--- config.mk ---
export PLATFORM = sky130hd
export DESIGN_NAME = plant_responder
export DESIGN_NICKNAME = d
export VERILOG_FILES = /design/src/rtl/plant_responder.sv
export SDC_FILE = /design/constraint.sdc
export NUM_CORES = 1
export LEC_CHECK = 0
export CAP_MARGIN = 20
export CORE_AREA = 3 3 57 59
export CTS_CLUSTER_SIZE = 10
export DETAILED_ROUTE_END_ITERATION = 6
export DIE_AREA = 0 0 60 62
export GPL_ROUTABILITY_DRIVEN = 0
export PLACE_DENSITY = 0.74
export SYNTH_ARGS = -nofsm -noshare
export SYNTH_HDL_FRONTEND = slang
export SYNTH_SLANG_ARGS = --single-unit
--- constraint.sdc ---
create_clock -name clk -period 2.7 [get_ports clk]
set_clock_uncertainty 0.15 [all_clocks]
set_input_delay 0.675 -clock clk [delete_from_list [all_inputs] [get_ports clk]]
set_output_delay 0.675 -clock clk [all_outputs]
set_load 0.1 [all_outputs]
--- src/rtl/plant_responder.sv ---
`default_nettype none
// ============================================================================
// Module : plant_responder
// Brief  : Registered plant model: request, motor travel, arrival, verify, watchdog.
// Rev    : 1.0  initial release
// ============================================================================
module plant_responder #(
  parameter int TRAVEL  = 8,
  parameter int TIMEOUT = 16,
  parameter int POS_W   = 8
) (
  input  logic             clk,
  input  logic             rst,
  input  logic             start,
  input  logic             M,
  input  logic             LEDS,
  input  logic             LEDC,
  output logic             C,
  output logic             S,
  output logic             V,
  output logic             busy,
  output logic             fault,
  output logic [POS_W-1:0] pos
);

  typedef enum logic [2:0] {
    ST_IDLE    = 3'd0,
    ST_REQUEST = 3'd1,
    ST_RUN     = 3'd2,
    ST_ARRIVED = 3'd3,
    ST_VERIFY  = 3'd4,
    ST_FAULT   = 3'd5
  } state_t;

  localparam logic [POS_W-1:0] c_TRAVEL  = POS_W'(TRAVEL);
  localparam logic [7:0]       c_TIMEOUT = 8'(TIMEOUT);

  state_t           r_state;
  state_t           w_state_nxt;
  logic [7:0]       r_wcnt;
  logic [7:0]       w_wcnt_nxt;
  logic [POS_W-1:0] r_pos;
  logic [POS_W-1:0] w_pos_nxt;
  logic [POS_W-1:0] w_pos_inc;
  logic             r_C;
  logic             r_S;
  logic             r_V;
  logic             r_busy;
  logic             r_fault;
  logic             w_V_nxt;
  logic             w_waiting;
  logic             w_timeout;

  assign w_pos_inc = r_pos + POS_W'(1);

  always_comb begin
    w_state_nxt = r_state;
    w_pos_nxt   = r_pos;
    w_V_nxt     = 1'b0;
    w_waiting   = 1'b0;
    case (r_state)
      ST_IDLE: begin
        if (start) begin
          w_state_nxt = ST_REQUEST;
          w_pos_nxt   = '0;
        end
      end
      ST_REQUEST: begin
        w_waiting = 1'b1;
        if (LEDS)   w_state_nxt = ST_IDLE;
        else if (M) w_state_nxt = ST_RUN;
      end
      ST_RUN: begin
        w_waiting = ~M;
        if (LEDS) begin
          w_state_nxt = ST_IDLE;
        end else if (M) begin
          if (w_pos_inc >= c_TRAVEL) begin
            w_pos_nxt   = c_TRAVEL;
            w_state_nxt = ST_ARRIVED;
          end else begin
            w_pos_nxt = w_pos_inc;
          end
        end
      end
      ST_ARRIVED: begin
        w_waiting = 1'b1;
        if (!M) w_state_nxt = ST_VERIFY;
      end
      ST_VERIFY: begin
        // V is a one-cycle pulse; the cycle after it is raised we return to IDLE
        w_waiting = 1'b1;
        if (r_V)       w_state_nxt = ST_IDLE;
        else if (LEDC) w_V_nxt = 1'b1;
      end
      ST_FAULT: begin
        w_state_nxt = ST_FAULT;
      end
      default: begin
        w_state_nxt = ST_IDLE;
      end
    endcase

    w_timeout = (r_state != ST_IDLE) && (r_state != ST_FAULT) && (r_wcnt >= c_TIMEOUT);
    if (w_timeout) begin
      w_state_nxt = ST_FAULT;
      w_pos_nxt   = r_pos;
      w_V_nxt     = 1'b0;
    end

    if (w_state_nxt != r_state) w_wcnt_nxt = 8'd0;
    else if (w_waiting)         w_wcnt_nxt = r_wcnt + 8'd1;
    else                        w_wcnt_nxt = r_wcnt;
  end

  always_ff @(posedge clk or posedge rst) begin
    if (rst) begin
      r_state <= ST_IDLE;
      r_wcnt  <= 8'd0;
      r_pos   <= '0;
      r_C     <= 1'b0;
      r_S     <= 1'b0;
      r_V     <= 1'b0;
      r_busy  <= 1'b0;
      r_fault <= 1'b0;
    end else begin
      r_state <= w_state_nxt;
      r_wcnt  <= w_wcnt_nxt;
      r_pos   <= w_pos_nxt;
      r_C     <= (w_state_nxt == ST_REQUEST);
      r_S     <= (w_state_nxt == ST_ARRIVED);
      r_V     <= w_V_nxt;
      r_busy  <= (w_state_nxt != ST_IDLE) && (w_state_nxt != ST_FAULT);
      r_fault <= (w_state_nxt == ST_FAULT);
    end
  end

  assign C     = r_C;
  assign S     = r_S;
  assign V     = r_V;
  assign busy  = r_busy;
  assign fault = r_fault;
  assign pos   = r_pos;

endmodule
`default_nettype wire

======== Word-level counts from Yosys, hierarchy flattened ========
Index checks and enable logic that the tools add are counted.
operators by class
  equal/unequal tests ..................... 14
  reduce and logical (&&, ||, !) cells .... 10
  order comparisons ....................... 2
  add/subtract/negate cells ............... 2
  bitwise gates (word level) .............. 2
  multiplexer cells ....................... 22
operators by type and width
  cell                                                                number
  two-way mux 8 bit                                                   6
  two-way mux 3 bit                                                   9
  case mux 3 bit (6 select lines)                                     1
  adder 8 x 1 -> 8 bit (second input constant)                        2
  case mux 8 bit (2 select lines)                                     1
  equality test 3 x 2 -> 1 bit (second input constant)                3
  equality test 3 bit (second input constant)                         3
  greater-or-equal comparator 8 x 4 -> 1 bit (second input constant)  1
  greater-or-equal comparator 8 x 5 -> 1 bit (second input constant)  1
  equality test 3 x 1 -> 1 bit (second input constant)                2
  inequality test 2 bit (second input constant)                       3
  inequality test 3 bit (second input constant)                       2
  nonzero test 3 bit                                                  2
  AND reduction 5 bit                                                 1
  two-way mux 1 bit                                                   4
  nonzero test 2 bit                                                  2
  logical AND 1 bit                                                   3
  zero test 3 bit                                                     1
  inequality test 3 bit                                               1
  OR reduction 3 bit                                                  1
  NOT 1 bit                                                           2
  case mux 1 bit (2 select lines)                                     1
storage, ports and cells
  bits of input ports ..................... 6
  bits in registers ....................... 24
  output and inout bits ................... 13
  logic and storage cells ................. 60

======== Longest topological paths before layout ========
Gate-level depths: netlist (run 1).
  depth after elaboration ................. 9
  mapped depth ............................ 7
  depth with buffers taken out ............ 7

======== Worst setup path after synthesis (run 1) ========
No wires, ideal clock.
  kind .................................... reg-to-reg
  start point ............................. reg r_pos[0], in the netlist pos[0]
  end point ............................... reg r_fault, in the netlist fault
  data required time ...................... 2.431 ns
  buffers on the path ..................... 0
  slack ................................... -0.293 ns
  period minus slack after synthesis ...... 2.993 ns
  cell stages (with the launch flop) ...... 8
  data arrival time ....................... 2.724 ns
  setup time .............................. 0.119 ns
  path through ............................ dfrtp_1 > ha_1 > a211o_1 > a211o_1 > a22o_4 > a211oi_4 > inv_4 > and2_1
on the way
  word-level cells in the longest chain between the ends .. 8
RTL lines
  element                                     line  RTL
  from (decl)                                 42    logic [POS_W-1:0] r_pos;
  from (signal assigned)                      129   r_pos <= w_pos_nxt;
  adder 8 x 1 -> 8 bit                        54    assign w_pos_inc = r_pos + POS_W'(1);
  greater-or-equal comparator 8 x 4 -> 1 bit  78    if (w_pos_inc >= c_TRAVEL) begin
  two-way mux 3 bit                           78
  two-way mux 3 bit                           77    end else if (M) begin
  two-way mux 3 bit                           75    if (LEDS) begin
  case mux 3 bit (6 select lines)             61    case (r_state)
  two-way mux 3 bit                           105   if (w_timeout) begin
  named net w_state_nxt[0]                    39    state_t w_state_nxt;
  equality test 3 bit                         134   r_fault <= (w_state_nxt == ST_FAULT);
  to (signal assigned)                        134
  to (decl)                                   49    logic r_fault;
The timed path passes the listed nets, and every way through them passes these cells.
A chain may end at the register's enable or synchronous reset.

======== Worst setup path in the final report (run 1) ========
  start point ............................. reg r_pos[0], in the netlist pos[0]
  end point ............................... reg r_S, in the netlist S
on the way
  word-level cells in the longest chain between the ends .. 8
RTL lines
  element                                     line  RTL
  adder 8 x 1 -> 8 bit                        54
  greater-or-equal comparator 8 x 4 -> 1 bit  78
  two-way mux 3 bit                           78
  two-way mux 3 bit                           77
  two-way mux 3 bit                           75
  case mux 3 bit (6 select lines)             61
  two-way mux 3 bit                           105
  named net w_state_nxt[0]                    39
  equality test 3 x 2 -> 1 bit                131   r_S <= (w_state_nxt == ST_ARRIVED);
  to (signal assigned)                        131
  to (decl)                                   46    logic r_S;
The timed path passes the listed nets, and every way through them passes these cells.

==> run_results.csv, run 1 <==
group,metric,value,unit
sta,fmax,395,MHz
floorplanning,core,2760,um2
routing,ant_nets,0,
power,finalPower,1600,uW
sta,slew_viol_final,0,
sta,hold_viol,0,
sta,min_period_over_period,93.8,%
routing,dr_wl_met3,144,um
critical_path,max_stage_delay,0.51,ns
critical_path,critPathSlowestCell,"dfrtp_4",
grt,grt_max_degree,25,
routing,viasPerCell,6.13,
clocking,clk_latency,0.31,ns
floorplanning,die_height,62,um
critical_path,cp.arrival,2.60,ns
final_layout,drive_above_1_share,20.3,%
floorplanning,dieArea,3720,um2
critical_path,required,2.77,ns
logic_synthesis,syn-num-nets,166,
sta,postLayoutSetupSlackWorst,0.166,ns
sta,fin_crit,2.53,ns
critical_path,cp_cell_sequence,"ha_1 > a211o_1 > a211o_1 > a22o_4 > a211oi_4 > buf_12 > inv_4 > and2_1",
critical_path,crit_fanout,7,
logic_synthesis,synth_edf_count,0,
clocking,cts_tree,"yes",
sta,setup_violations,0,
routing,route.met2.wl,1690,um
place,hpwl,2250,um
routing,wl_per_cell,15.2,um
logic_synthesis,synth_area,1510,um2
routing,topRoutingLayerUsed,"met4",
grt,grt_pass1_wl,5800,um
critical_path,critPathKind,"reg -> reg",
routing,remaining_drc_errors,0,
final_layout,mostFrequentLayoutCells,"21 x dfrtp_1, 21 x buf_4, 15 x nand3_1",
routing,vias,1306,
sta,slew-limit-headroom,44.6,%
routing,first_iter_violations,74,
clocking,root_buffer,"clkbuf_4",
place,port_buffers,18,
logic_synthesis,ys_seq_elements,24,
clocking,cts_htree_levels,1,
grt,grt_pass1_vias,1326,
power,p_leak,0.000789,uW
clocking,path_clk_slew,0.13,ns
logic_synthesis,yosysSeqAreaShare,39.7,%
flow_run,drv_cap,0,
final_layout,diodes,0,
logic_synthesis,synth-async-reset-ratio,100,%
logic_synthesis,yosysUniqueCellTypes,47,
logic_synthesis,ys.flop_type,"dfrtp_1",
place,numPlacedInstances,209,
floorplanning,die_w,60,um
clocking,cts_max_path_buffers,2,
critical_path,path_common_cell,"a211o_1",
sta,worst_slew_pin_slew,0.822,ns
logic_synthesis,yosysWarnings,0,
logic_synthesis,synth_cells,157,
sta,setup-tns-final,0,ns
routing,wirelength,3230,um
logic_synthesis,syn_area_per_cell,9.64,um2
grt,grt_use_total,20.5,%
clocking,cts_setup_buffers,0,
routing,wl_met1,1350,um
clocking,cts_made_buffers,3,
floorplanning,io_pins,19,
critical_path,cp-end-kind,"register",
sta,rsz0062_at_grt,"no",
clocking,cts_sinks,24,
critical_path,crit_path_start_kind,"register",
worst_hold_path,hold_class,"reg -> reg",
power,ir_drop,0.00107,V
grt,grt_overflow,0,
final_layout,fillers,230,
final_layout,nets,192,
floorplanning,fp-row-count,19,
power,powerDensity,892,nW/um2
status,status,"finished clean",
final_layout,final_cells,213,
grt,antenna_found_initial,0,
final_layout,area_growth,18.3,%
clocking,cts_resized,0,
clocking,hold_buffers,0,
floorplanning,initial_core_util,54.9,%
routing,drt_first_pass_iters,4,
place,dp_slack,-0.0248,ns
[layer usage]
metal / vias up / GRT usage, %
met4: 0 / 6.01
met5: - / 0
met1: 647 / 24.1
met2: 24 / 38.6
li1: 630 / -
met3: 5 / 2.89
[cell type report]
cell class	count	area (um2)	share of cell area (%)
repair buffers	27	228	12.7
clock buffers	4	26.3	1.47
multi-input cells	119	856	47.8
flip-flops and latches	24	609	34.0
inverters	8	32.5	1.82
well taps	31	38.8	2.17
[state kept, by name, indices dropped and copies added, names as in the netlist]
signal	count
busy	1
V	1
r_wcnt	8
fault	1
r_state	3
pos	8
C	1
S	1
[synthesized netlist by cell type (2+ instances only)]
cell       number  area [um2]
nand3_1        15        75.1
ha_1            3        37.5
mux2i_1         8        80.1
inv_1           7        26.3
nand2_1         9        33.8
dfrtp_1        24         601
mux2_2          2        22.5
nor3_1          4        20.0
o211ai_1        7        52.6
a21oi_1         5        25.0
o21ai_1         9        45.0
nand4_1         2        12.5
o21ai_0         2        10.0
nor4_1          2        12.5
clkbuf_1        3        11.3
xnor2_1         5        43.8
buf_2           2        10.0
nor2_1          3        11.3
o2111ai_1       2        17.5
a211o_1         2        17.5
or3_1           2        12.5
nor2b_1         3        18.8
and2_1          7        43.8
nor3b_1         4        30.0
o21a_1          3        22.5
[critical path: cells and delay by family, from the launching register on]
family / cells / cell delay (ns)
AOI/OAI and AO/OA: 4 / 1.17
adders and majority gates: 1 / 0.26
buffers and inverters: 2 / 0.23
DFF: 1 / 0.51
and+or+nand+nor: 1 / 0.13
[logic make-up (layout without fill, tap and decap cells)]
group | count (synthesis) | after routing | share of synthesized area [%]
buffers and inverters | 14 | 39 | 3.80
multiplexers | 10 | 10 | 6.78
AND/OR/NAND/NOR | 60 | 60 | 23.2
flip-flops | 24 | 24 | 39.7
AO/OA/AOI/OAI | 41 | 41 | 21.2
XOR/XNOR | 5 | 5 | 2.89
adder cells (fa/ha/maj) | 3 | 3 | 2.48
[worst paths after layout]
| kind | start | end | slack, ns | depth (start not counted) |
|---|---|---|---|---|
| worst max register to register | pos[0] | S | 0.17 | 8 |
| worst min-delay path | pos[2] | pos[2] | 0.38 | 1 |
| worst max-delay path | pos[0] | S | 0.17 | 8 |
| max in group asynchronous | rst | pos[0] | 1.58 | 3 |
| min in group asynchronous | rst | r_wcnt[2] | 0.55 | 3 |
| worst min register to register | pos[2] | pos[2] | 0.38 | 1 |
[through the flow]
step	utilization [%]	hold WS [ns]	instance area [um2]
after floorplan	-	0.435	1520
final	64.9	0.380	1790
after CTS	64.9	0.381	1790
after global routing	64.9	0.405	1790
after global placement	64.0	0.353	1760
after detailed placement	64.0	0.363	1760
[power breakdown]
group | leakage, uW | internal [uW] | total [uW] | switching [uW]
Clock | 0.0000150 | 57.7 | 163 | 105
Combinational | 0.000452 | 322 | 907 | 586
Sequential | 0.000322 | 424 | 527 | 103
Total | 0.000789 | 803 | 1600 | 795
Power figures use the tool's default switching activity.
==> inputs of run 2 (changes only) <==
--- a/config.mk
+++ b/config.mk
@@ -6,12 +6,12 @@
 export NUM_CORES = 1
 export LEC_CHECK = 0
 export CAP_MARGIN = 20
-export CORE_AREA = 3 3 57 59
+export CORE_AREA = 3 3 55 62
 export CTS_CLUSTER_SIZE = 10
 export DETAILED_ROUTE_END_ITERATION = 6
-export DIE_AREA = 0 0 60 62
+export DIE_AREA = 0 0 58 65
 export GPL_ROUTABILITY_DRIVEN = 0
-export PLACE_DENSITY = 0.74
+export PLACE_DENSITY = 0.73
 export SYNTH_ARGS = -nofsm -noshare
 export SYNTH_HDL_FRONTEND = slang
 export SYNTH_SLANG_ARGS = --single-unit
==> constraint.sdc (replaced) <==
create_clock -name clk -period 2.65 [get_ports clk]
set_clock_uncertainty 0.15 [all_clocks]
set_input_delay 0.6625 -clock clk [delete_from_list [all_inputs] [get_ports clk]]
set_output_delay 0.6625 -clock clk [all_outputs]
set_load 0.1 [all_outputs]
==> run 2 against run 1 <==
  * Clock-buffer cell count decreased by 1
  * Die area increased by 1.3%
  * Total power increased by 9.1%
  * Clock power increased by 63%
  * Critical endpoint is now r_wcnt[2]
  * Sequential power increased by 3%
  * Non-clock buffer count increased by 3
  * Worst hold slack got worse by 0.0013 ns
  * Highest routed layer unchanged
  * Routed wire length decreased by 1.1%
  * Largest cell class unchanged
  * First-iteration DRC count decreased by 42%
==> run_results.csv, run 2 (synthesized netlist as in run 1, its figures left out) <==
group,metric,value,unit
grt,grt_use_total,19.0,%
final_layout,mostFrequentLayoutCells,"25 x buf_4, 20 x dfrtp_1, 15 x nand3_1",
place,hpwl,2380,um
worst_hold_path,min_path_cells,1,
power,powerDensity,946,nW/um2
clocking,cts_max_path_buffers,2,
clocking,cts_htree_levels,1,
place,dp_slack,-0.0861,ns
power,switchingPower,821,uW
worst_hold_path,hp-start,"pos[2]",
sta,slew-limit-headroom,49.1,%
final_layout,diodes,0,
routing,wirelength,3190,um
critical_path,rr_worst_depth,7,
sta,min_period_over_period,93.5,%
sta,postLayoutSetupSlackWorst,0.173,ns
critical_path,timing.rr.start,"pos[0]",
grt,antenna_found_initial,0,
floorplanning,die_height,65,um
sta,fmax,404,MHz
floorplanning,core,2800,um2
final_layout,layout_commonest_cell,"buf_4",
sta,slew_viol_final,0,
critical_path,cp-end-kind,"register",
critical_path,reg2reg_setup_slack,0.17,ns
clocking,cts_setup_buffers,0,
clocking,cts_made_buffers,3,
final_layout,area_growth,21.7,%
grt,grt_pass1_wl,5650,um
final_layout,drive_above_1_share,23.2,%
critical_path,crit_fanout,5,
clocking,cts_resized,0,
routing,drt_first_pass_iters,4,
status,status,"finished clean",
critical_path,crit_path_start_kind,"register",
grt,grt_overflow,0,
sta,fin_crit,2.48,ns
final_layout,nets,195,
floorplanning,die_w,58,um
floorplanning,initial_core_util,54.0,%
routing,wl_per_cell,14.7,um
critical_path,worstSetupStartpoint,"pos[0]",
grt,grt_pass1_vias,1292,
power,pwr-share-comb,53.6,%
critical_path,cp.arrival,2.57,ns
place,port_buffers,18,
power,seqPwrFrac,31.1,%
routing,vias,1256,
routing,first_iter_violations,43,
floorplanning,fp-row-count,20,
worst_hold_path,hold_end,"pos[2]",
clocking,cts_sinks,24,
critical_path,critPathKind,"reg -> reg",
sta,worst_slew_pin_slew,0.756,ns
clocking,root_buffer,"clkbuf_4",
floorplanning,dieArea,3770,um2
sta,holdWs,0.379,ns
worst_hold_path,hold_class,"reg -> reg",
routing,remaining_drc_errors,0,
power,ir_drop,0.000595,V
clocking,path_clk_slew,0.14,ns
routing,viasPerCell,5.76,
flow_run,drv_cap,0,
grt,grt_max_degree,25,
power,p_int,922,uW
critical_path,required,2.74,ns
power,p_clk_share,15.3,%
floorplanning,io_pins,19,
clocking,clk_latency,0.31,ns
critical_path,timing.rr.end,"r_wcnt[2]",
sta,setup_violations,0,
clocking,hold_buffers,0,
routing,ant_nets,0,
clocking,cts_tree,"yes",
sta,hold_viol,0,
sta,rsz0062_at_grt,"no",
power,p_sw_share,47.1,%
power,p_leak,0.000807,uW
## run 2: through the flow
stage | area, um2 | instances | util [%] | power, uW | setup TNS [ns]
after floorplan | 1540 | 157 | - | 1220 | 0
after global placement | 1790 | 214 | 63.9 | 1460 | -0.0301
after detailed placement | 1790 | 214 | 63.9 | 1480 | -0.209
after CTS | 1840 | 218 | 65.8 | 1750 | 0
after global routing | 1840 | 218 | 65.8 | 1860 | 0
final | 1840 | 218 | 65.8 | 1740 | 0
## run 2: critical path, cell delays in order (launching register included)
cell and delay [ns]:
dfrtp_4 0.53, ha_4 0.19, a211o_1 0.28, a211o_1 0.34, a22o_4 0.29, a211oi_4 0.24, buf_4 0.20, mux2i_1 0.19
## run 2: worst max path at each step
stage               slack (ns)        end
floorplan                 0.02      fault
global placement         -0.02     pos[0]
detailed placement       -0.09     pos[2]
CTS                       0.16  r_wcnt[2]
global route              0.07  r_wcnt[1]
finish                    0.17  r_wcnt[2]
## run 2: power by group through the flow
stage	clock network, uW	registers [uW]	logic, uW
after floorplan	0	701	524
after detailed placement	0	549	934
after global routing	287	561	1010
after CTS	273	542	940
after global placement	0	544	912
final	266	542	935
## run 2: routing by layer
metal,global-route usage [%],wire [um],up-vias
met3,2.59,67,4
li1,-,-,636
met1,20.2,1320,599
met5,0,0,-
met4,4.35,36,0
met2,38.1,1770,17
## run 2: area by class of cell
| cell class | instances | area (um2) |
|---|---|---|
| fill | 239 | 960 |
| multi-input combinational | 119 | 868 |
| inverter | 8 | 32.5 |
| clock inverter | 1 | 30.0 |
| tap | 33 | 41.3 |
| sequential | 24 | 611 |
| timing repair buffer | 30 | 238 |
| clock buffer | 3 | 22.5 |
==> inputs of run 3 (changes only) <==
--- a/config.mk
+++ b/config.mk
@@ -6,12 +6,13 @@
 export NUM_CORES = 1
 export LEC_CHECK = 0
 export CAP_MARGIN = 20
-export CORE_AREA = 3 3 55 62
+export CORE_AREA = 3 3 51 65
+export CTS_CLUSTER_DIAMETER = 60
 export CTS_CLUSTER_SIZE = 10
 export DETAILED_ROUTE_END_ITERATION = 6
-export DIE_AREA = 0 0 58 65
+export DIE_AREA = 0 0 54 68
 export GPL_ROUTABILITY_DRIVEN = 0
-export PLACE_DENSITY = 0.73
+export PLACE_DENSITY = 0.74
 export SYNTH_ARGS = -nofsm -noshare
 export SYNTH_HDL_FRONTEND = slang
 export SYNTH_SLANG_ARGS = --single-unit
==> run 3 against run 2 <==
  * Sequential cell count unchanged
  * Sequential share of layout area shrank 0.31 points
  * Sequential power grew 1%
  * Utilization rose by 3.0 points
  * Via count up 4.8%
  * Die area fell by 2.6%
  * Clock power barely moved
  * Register-to-register slack is essentially flat
  * Global-route usage up 2.9 points
  * Critical path type unchanged
  * Critical endpoint is now fault
  * Largest cell class unchanged
  * Largest power group unchanged
==> run_results.csv, run 3 (synthesized netlist as in run 1, its figures left out) <==
group,metric,value,unit
sta,setup_violations,0,
routing,viasPerCell,6.04,
routing,ant_nets,0,
place,hpwl,2610,um
grt,grt_max_degree,17,
sta,fin_crit,2.47,ns
grt,grt_pass1_vias,1363,
grt,met3_usage,2.18,%
flow_run,drv_cap,0,
clocking,cts_max_path_buffers,2,
sta,hold_viol,0,
status,status,"finished clean",
sta,min_period_over_period,93.3,%
grt,grt_busiest_layer,"met2",
final_layout,fillers,205,
critical_path,critPathSlowestCell,"dfrtp_4",
final_layout,area_growth,22.9,%
routing,remaining_drc_errors,0,
clocking,cts_htree_levels,1,
floorplanning,die_height,68,um
clocking,cts_made_buffers,3,
floorplanning,core,2710,um2
final_layout,postLayoutCoreUtil,68.7,%
sta,rsz0062_at_grt,"no",
grt,grt_overflow,0,
power,powerDensity,958,nW/um2
floorplanning,initial_core_util,55.9,%
final_layout,nets,194,
routing,wirelength,3440,um
routing,wl_per_cell,15.8,um
critical_path,cp-end-kind,"register",
critical_path,path_common_cell,"a211o_1",
sta,holdWs,0.371,ns
floorplanning,io_pins,19,
critical_path,worstSetupStartpoint,"pos[0]",
grt,met2_usage,38.9,%
final_layout,stdcell_area,1860,um2
clocking,clk_latency,0.32,ns
critical_path,critPathKind,"reg -> reg",
clocking,root_buffer,"clkbuf_4",
sta,fmax,404,MHz
sta,slew-limit-headroom,62.5,%
place,placed_cell_area,1800,um2
clocking,cts_tree,"yes",
clocking,path_clk_slew,0.14,ns
power,ir_drop,0.000592,V
clocking,cts_setup_buffers,0,
final_layout,layout_commonest_cell,"buf_4",
critical_path,critical_path.top_delay_family,"compound AO/OA/AOI/OAI gates",
place,numPlacedInstances,214,
floorplanning,die_w,54,um
grt,use_met1,25.1,%
routing,drt_first_pass_iters,4,
critical_path,max_stage_delay,0.53,ns
final_layout,mostFrequentLayoutCells,"23 x buf_4, 20 x dfrtp_1, 15 x nand3_1",
critical_path,crit_path_start_kind,"register",
critical_path,cp_cell_sequence,"ha_4 > a211o_1 > a211o_1 > a22o_4 > a211oi_4 > buf_12 > inv_4 > and2_1",
sta,worst_slew_pin_slew,0.560,ns
clocking,cts_sinks,24,
routing,first_iter_violations,30,
routing,vias,1316,
sta,slew_viol_final,0,
critical_path,crit_fanout,7,
final_layout,final_cells,218,
power,p_leak,0.000808,uW
floorplanning,fp-row-count,21,
place,port_buffers,18,
final_layout,diodes,0,
worst_hold_path,hp-start,"pos[2]",
final_layout,drive_above_1_share,22.8,%
worst_hold_path,hold_class,"reg -> reg",
critical_path,timing.rr.start,"pos[0]",
grt,antenna_found_initial,0,
critical_path,cp.arrival,2.55,ns
grt,grt_pass1_wl,5970,um
floorplanning,dieArea,3670,um2
critical_path,critPathBufInv,2,
grt,grt_use_total,21.9,%
critical_path,required,2.72,ns
==> run 3: per-stage QoR <==
| step | setup TNS, ns | setup WS, ns | power, uW |
|---|---|---|---|
| floorplan | 0 | 0.0204 | 1220 |
| global placement | 0 | 0.0586 | 1480 |
| detailed placement | -0.297 | -0.0895 | 1510 |
| CTS | 0 | 0.116 | 1790 |
| global route | 0 | 0.0905 | 1900 |
| finish | 0 | 0.177 | 1780 |
==> run 3: area by class of cell <==
class,instances,area [um2],share of cell area (%)
clock buffer,3,22.5,1.21
clock inverter,1,30.0,1.61
inverter,8,32.5,1.75
multi-input combinational,119,880,47.3
sequential,24,611,32.8
tap,34,42.5,2.29
timing repair buffer,29,243,13.0
==> run 3: metal layers <==
metal	vias up	routed length [um]
met5	-	0
met1	653	1370
li1	636	-
met2	22	1940
met3	5	92
met4	0	37
==> run 3: worst paths after layout <==
| check | end | slack [ns] | depth (start not counted) |
|---|---|---|---|
| worst min-delay path | pos[2] | 0.37 | 1 |
| worst max register to register | fault | 0.18 | 8 |
| min in group asynchronous | fault | 0.45 | 2 |
| worst max-delay path | fault | 0.18 | 8 |
| worst min register to register | pos[2] | 0.37 | 1 |
| max in group asynchronous | r_wcnt[4] | 1.36 | 3 |
==> run 3: report_power, final <==
| group | switching (uW) | leakage (uW) | internal [uW] | total, uW |
|---|---|---|---|---|
| combinational | 615 | 0.000460 | 352 | 967 |
| clock | 115 | 0.0000279 | 153 | 268 |
| sequential | 116 | 0.000321 | 432 | 548 |
| total | 846 | 0.000808 | 937 | 1780 |
==> run 3: what timing repair did <==
action	4_1_cts	5_1_grt
hold buffers	0	0
gates resized for setup	0	1
endpoints found under the setup margin	0	4
